## config.mk

```make
export PLATFORM = sky130hd
export DESIGN_NAME = registrador_de_instrucao
export DESIGN_NICKNAME = d
export VERILOG_FILES = /design/src/rtl/registrador_de_instrucao.sv
export SDC_FILE = /design/constraint.sdc
export NUM_CORES = 1
export LEC_CHECK = 0
export ABC_AREA = 0
export BUFFER_PORTS_ARGS = -buffer_cell sky130_fd_sc_hd__buf_4
export CELL_PAD_IN_SITES_DETAIL_PLACEMENT = 1
export CELL_PAD_IN_SITES_GLOBAL_PLACEMENT = 1
export CORE_ASPECT_RATIO = 1.2
export CORE_MARGIN = 3
export CORE_UTILIZATION = 40
export CTS_CLUSTER_SIZE = 40
export DETAILED_ROUTE_END_ITERATION = 7
export MAX_ROUTING_LAYER = met4
export PLACE_DENSITY_LB_ADDON = 0.05
export RECOVER_POWER = 100
export SYNTH_ARGS = -nofsm -noshare
export SYNTH_HDL_FRONTEND = slang
export SYNTH_SLANG_ARGS = --single-unit
```

## constraint.sdc

```tcl
create_clock -name clock -period 3.8 [get_ports clock]
set_input_delay 0.19 -clock clock [delete_from_list [all_inputs] [get_ports clock]]
set_output_delay 0.19 -clock clock [all_outputs]
set_load 0.02 [all_outputs]
```

## src/rtl/registrador_de_instrucao.sv

```systemverilog
// registrador_de_instrucao: instruction buffer in front of the bit extender.
// Queues 32-bit instruction words in a small FIFO and decodes the head entry
// into opcode, extend select and the 14/23-bit immediates.
// Optional feature macro: CONTADOR_INSTR_EN adds a 32-bit retired-pop counter.
module registrador_de_instrucao #(
  parameter int         PROFUNDIDADE  = 2,
  parameter logic [4:0] OPCODE_J_BASE = 5'h18
) (
  input  logic        clock,
  input  logic        reset_n,
  input  logic        flush,
  input  logic [31:0] instr_in,
  input  logic        valid_in,
  output logic        ready_in,
  input  logic        ready_out,
  output logic        valid_out,
  output logic [4:0]  opcode,
  output logic        controle,
  output logic [13:0] tamanho14,
  output logic [22:0] tamanho23
`ifdef CONTADOR_INSTR_EN
  ,
  output logic [31:0] contador_instr
`endif
);

  localparam int PTR_W = (PROFUNDIDADE > 1) ? $clog2(PROFUNDIDADE) : 1;
  localparam int CNT_W = $clog2(PROFUNDIDADE) + 1;
  localparam logic [CNT_W-1:0] FULL_COUNT = CNT_W'(PROFUNDIDADE);

  logic [31:0]      r_mem [PROFUNDIDADE];
  logic [PTR_W-1:0] r_wr_ptr;
  logic [PTR_W-1:0] r_rd_ptr;
  logic [CNT_W-1:0] r_count;

  logic             w_push;
  logic             w_pop;
  logic [31:0]      w_head;
  logic [31:0]      w_head_vis;

  // Handshake qualifiers; ready_in depends on the stored count only, so the
  // upstream never sees a combinational path from ready_out.
  assign ready_in  = (r_count != FULL_COUNT);
  assign valid_out = (r_count != '0);
  assign w_push    = valid_in && ready_in;
  assign w_pop     = valid_out && ready_out;

  // Pointer and occupancy update; flush overrides any same-cycle push/pop.
  always_ff @(posedge clock or negedge reset_n) begin
    if (!reset_n) begin
      r_wr_ptr <= '0;
      r_rd_ptr <= '0;
      r_count  <= '0;
    end else if (flush) begin
      r_wr_ptr <= '0;
      r_rd_ptr <= '0;
      r_count  <= '0;
    end else begin
      if (w_push) begin
        r_wr_ptr <= r_wr_ptr + PTR_W'(1);
      end
      if (w_pop) begin
        r_rd_ptr <= r_rd_ptr + PTR_W'(1);
      end
      if (w_push && !w_pop) begin
        r_count <= r_count + CNT_W'(1);
      end else if (!w_push && w_pop) begin
        r_count <= r_count - CNT_W'(1);
      end
    end
  end

  // Word storage; contents need no reset because the head is masked when empty.
  always_ff @(posedge clock) begin
    if (w_push && !flush) begin
      r_mem[r_wr_ptr] <= instr_in;
    end
  end

  // Head decode; every field reads as zero while the queue is empty.
  assign w_head     = r_mem[r_rd_ptr];
  assign w_head_vis = valid_out ? w_head : 32'h0;
  assign opcode     = w_head_vis[31:27];
  assign controle   = valid_out && (w_head_vis[31:27] >= OPCODE_J_BASE);
  assign tamanho14  = w_head_vis[13:0];
  assign tamanho23  = w_head_vis[22:0];

`ifdef CONTADOR_INSTR_EN
  logic [31:0] r_contador_instr;

  // Counts consumed words; survives flush, and a pop cancelled by flush is not counted.
  always_ff @(posedge clock or negedge reset_n) begin
    if (!reset_n) begin
      r_contador_instr <= 32'h0;
    end else if (w_pop && !flush) begin
      r_contador_instr <= r_contador_instr + 32'h1;
    end
  end

  assign contador_instr = r_contador_instr;
`endif

endmodule
```

; Yosys cells after proc, flatten, opt, wreduce, memory -nomap -nowiden
; Memory sizes are Yosys's and may differ from the RTL's.
; Index checks and enable logic that the tools add are counted.
[word_totals]
elab_cells = 33
memories = 1
mem_bits_rw = 64
in_bits = 37
ff_bits = 4
output_inout_bits = 45
[op_classes]
n_eq_ne = 1
magnitude_cmp = 1
muxes = 10
addsub = 4
n_reduce_logical = 13
[memory_table]
columns = name, depth, width, rd, rd_clocked_by_memory_dff, write_ports, line
row1 = r_mem, 2, 32, 1, 0, 1, 31  ; logic [31:0] r_mem [PROFUNDIDADE];
[op_table]
columns = cell, n
row1 = two-way mux 32 bit, 1
row2 = logical AND 1 bit, 6
row3 = two-way mux 1 bit, 6
row4 = two-way mux 2 bit, 3
row5 = nonzero test 2 bit, 3
row6 = "greater-or-equal comparator 5 bit, second input constant", 1
row7 = logical NOT 1 bit, 3
row8 = nonzero test 3 bit, 1
row9 = "adder 1 bit, second input constant", 2
row10 = "adder 2 x 1 -> 2 bit, second input constant", 1
row11 = "inequality test 2 bit, second input constant", 1
row12 = "subtractor 2 x 1 -> 2 bit, second input constant", 1

; Logic depth before layout (Yosys ltp)
[depth]
word_depth = 7
ltp_mapped = 5
mapped_depth_nobuf = 4

; Worst setup path after synthesis
; No wires, ideal clock.
[synth_path]
path_type = register to register
startpoint = reg r_count[1]
endpoint = mem r_mem[1][0], enable pin
n_path_buf = 0
t_required_ps = 3346
synth_period_minus_slack_ps = 3339
t_arrival_ps = 2885
setup_time_ps = 454
path_stages_with_launch = 5
path_slack_ps = 461
path_cell_list = dfrtp_1 -> nor2b_2 -> inv_2 -> nand2_1 -> nor3b_1
[synth_via]
elab_chain_len = 5
[synth_rtl]
columns = item, line
row1 = "start, declared", 34  ; logic [CNT_W-1:0] r_count;
row2 = "start signal, assigned", 66  ; r_count <= r_count + CNT_W'(1);
row3 = "start signal, assigned", 68  ; r_count <= r_count - CNT_W'(1);
row4 = inequality test 2 bit, 43  ; assign ready_in = (r_count != FULL_COUNT);
row5 = net ready_in, 14  ; output logic ready_in,
row6 = logical AND 1 bit, 45  ; assign w_push = valid_in && ready_in;
row7 = logical AND 1 bit, 75  ; if (w_push && !flush) begin
row8 = two-way mux 1 bit, 75
row9 = two-way mux 1 bit (not written as such), 76  ; r_mem[r_wr_ptr] <= instr_in;
row10 = "end, declared", 31
; The timed path passes the listed nets, and every way through them passes these cells.

; Final worst setup path
[layout_path]
startpoint = reg r_rd_ptr
endpoint = out tamanho14[9]
[layout_via]
elab_chain_len = 2
[layout_rtl]
columns = item, line
row1 = "start, declared", 33  ; logic [PTR_W-1:0] r_rd_ptr;
row2 = "start signal, assigned", 63  ; r_rd_ptr <= r_rd_ptr + PTR_W'(1);
row3 = memory read (2 x 32 bit), --
row4 = two-way mux 32 bit, 82  ; assign w_head_vis = valid_out ? w_head : 32'h0;
row5 = "end, declared", 19  ; output logic [13:0] tamanho14,
; No other way between the ends.

==> qor.yml <==
run_status:
  outcome: "complete, but fails checks"
  violations: "capacitance limit, slew limit"
global_routing:
  grt-ovfl-total: 0
  grt_max_degree: 32
  grt_usage_pct: 14.8
  grt_pass1_wl_mm: 7.67
  grt_pass1_vias: 1623
  antenna_found_initial: 0
setup_path:
  start_kind: "register"
  cp_cell_sequence: "mux2i_1 -> nor2_1 -> clkbuf_1"
  cp_max_fo: 31
  max_stage_delay_ps: 1430
  end_kind: "output pin"
  arrival_ps: 2420
  critPathKind: "register to output pin"
  critPathSlowestCell: "dfrtp_1"
  required_ps: 3610
floorplan:
  ioPinCount: 82
  die_x_um: 77.7
  num_rows: 30
  dieHeight_um: 92.0
  start_util_pct: 42.4
  coreArea_mm2: 0.00582
  die_area_mm2: 0.00714
cts:
  insertion_delay_ps: 320
  htreeDepth: 3
  cts_tree: "built"
  clk_pin_slew_ps: 60
  cts-buffers-inserted: 9
  cts_max_path_buffers: 2
  cts_resized: 0
  cts_sinks: 60
  cts-root-buf: "clkbuf_8"
timing:
  finalHoldViolations: 0
  fin_setup_tns_ps: 0
  rsz0062_at_grt: "false"
  skew_ps: 2.80
  fin_crit_sh_pct: 68.8
  worstMarginPinSlew_ps: 1720
  timing.slew.headroom_pct: -14.5
  setup_violations: 0
  timing.fmax_mhz: 383
  finalCriticalPeriod_ps: 2610
  report.final.slew_viol_count: 90
final_layout:
  final_cells: 319
  fin_util_pct: 52.4
  n_antenna_cell: 0
  final_nets: 271
  area_delta_synth_final_pct: 23.8
  drive_gt1_share_pct: 19.2
  final_area_mm2: 0.00305
route:
  wl_met1_mm: 1.76
  vias_per_cell: 4.70
  wl_mm: 4.72
  wl_met3_um: 293
  dr_total_vias: 1500
  wl_met2_mm: 2.58
  routedWlPerCell_um: 14.8
  drtIter0Drc: 62
  dr.pass1.iters: 4
  drtAntennaViolNets: 0
  drc: 0
  top_layer: "met4"
logic_synthesis:
  synth.distinct_cells: 22
  synth_fp_nets: 200
  syn_inst: 163
  yosysSeqAreaShare_pct: 72.3
  synth_area_mm2: 0.00246
  ys_warn_count: 0
  syn_area_per_cell_um2: 15.1
  synth.top_cells.by_area: "edfxtp_1, mux2i_1, buf_4, nor2_1, dfrtp_1"
  synth-seq-cells: 60
  yosys.area.top_type: "edfxtp_1"
  synth.top_cell.area_share_pct: 68.2
min_path:
  hold_path.class: "primary input to register"
placed_design:
  dpl_cell_area_mm2: 0.00303
  portBuffers: 77
  place_congestion: 0.676
  dp_cells: 302
  hpwl_mm: 3.22
power:
  p_leak_nw: 1.06
  fin_total_pwr_mw: 1.55
  ir_worst_vdd_uv: 246
  p_per_area_mw_per_mm2: 508
run:
  maxCapViolations: 3
## placed cells by master, fill, tap and decap left out, drive strengths merged
| cell | count |
|---|---|
| clkbuf | 83 |
| edfxtp | 56 |
| nor2 | 30 |
| mux2i | 29 |
| buf | 7 |
| a21oi | 5 |
| clkinv | 5 |
| dfrtp | 4 |
| nand3b | 2 |
| nor3b | 2 |
| o21ai | 2 |
| bufinv | 2 |
| inv | 2 |
| nor2b | 1 |
| nand3 | 1 |
| nand2 | 1 |
| nor3 | 1 |
| or3 | 1 |
| xor2 | 1 |
| o211ai | 1 |
| a21o | 1 |
| or2 | 1 |
| dlygate4sd3 | 1 |
## kinds of logic (layout without fill, tap and decap cells)
family                 count (synthesis)  after routing  synth area share, %
AND/OR/NAND/NOR                       40             40                 7.21
flip-flops                            60             60                 72.3
buffers and inverters                 24            100                 6.35
multiplexers                          29             29                 11.8
AO/OA/AOI/OAI                          9              9                 2.03
XOR/XNOR                               1              1                0.355
## power by group
group / switching [mW] / internal [mW]
logic: 0.117 / 0.0695
clock network: 0.226 / 0.363
registers: 0.0222 / 0.751
total: 0.365 / 1.18
## metal layers
metal	global-route usage, %	up-vias
li1	-	721
met1	14.4	717
met2	25.6	54
met3	4.62	8
met4	8.46	0
met5	-	-
## area by class of cell
cell class,count,area (um2)
clock buffers,10,128
flip-flops and latches,60,1780
clock inverters,6,78.8
multi-input cells,79,524
fillers,596,2770
repair buffers,81,427
inverters,3,11.3
well taps,80,100
## state kept, by name (all words and copies together) (netlist names)
register and flops:
r_mem 56, r_count 2, r_wr_ptr 1, r_rd_ptr 1
## through the flow
stage | hold slack [ps] | worst slack [ps]
after floorplan | -106 | 461
after global placement | -12.7 | 2000
after detailed placement | -11.1 | 1970
after CTS | 28.8 | 1610
after global routing | 49.5 | 922
final | 60.9 | 1190
## synthesized netlist by cell type, drive strengths merged
cell    instances
edfxtp         56
nor2           30
mux2i          29
buf            19
a21oi           5
dfrtp           4
inv             3
clkbuf          2
nand3b          2
nor3b           2
o21ai           2
a21o            1
nand2           1
nand3           1
nor2b           1
nor3            1
o211ai          1
or2             1
or3             1
xor2            1
## worst paths after layout
path | from | to | slack [ps] | cells after the start
setup reg to reg | r_count[1] | r_mem[1][10] | 1240 | 5
hold reg to reg | r_wr_ptr | r_wr_ptr | 580 | 2
setup / recovery | r_rd_ptr | tamanho14[9] | 1190 | 3
max in group asynchronous | reset_n | r_count[1] | 3400 | 2
hold / removal | flush | r_wr_ptr | 60 | 2
min in group asynchronous | reset_n | r_wr_ptr | 220 | 2
## worst max-delay path, delay by kind of cell (launching register included)
family,cells,cell delay [ps]
and+or+nand+nor,1,190
DFF,1,1430
buffers and inverters,1,280
muxes,1,180
## repair_timing
item                      4_1_cts  5_1_grt
hold buffers                    1        0
setup buffers                   0        0
hold endpoints to repair        4        0
Note: power is estimated with default switching activity, not from simulation.
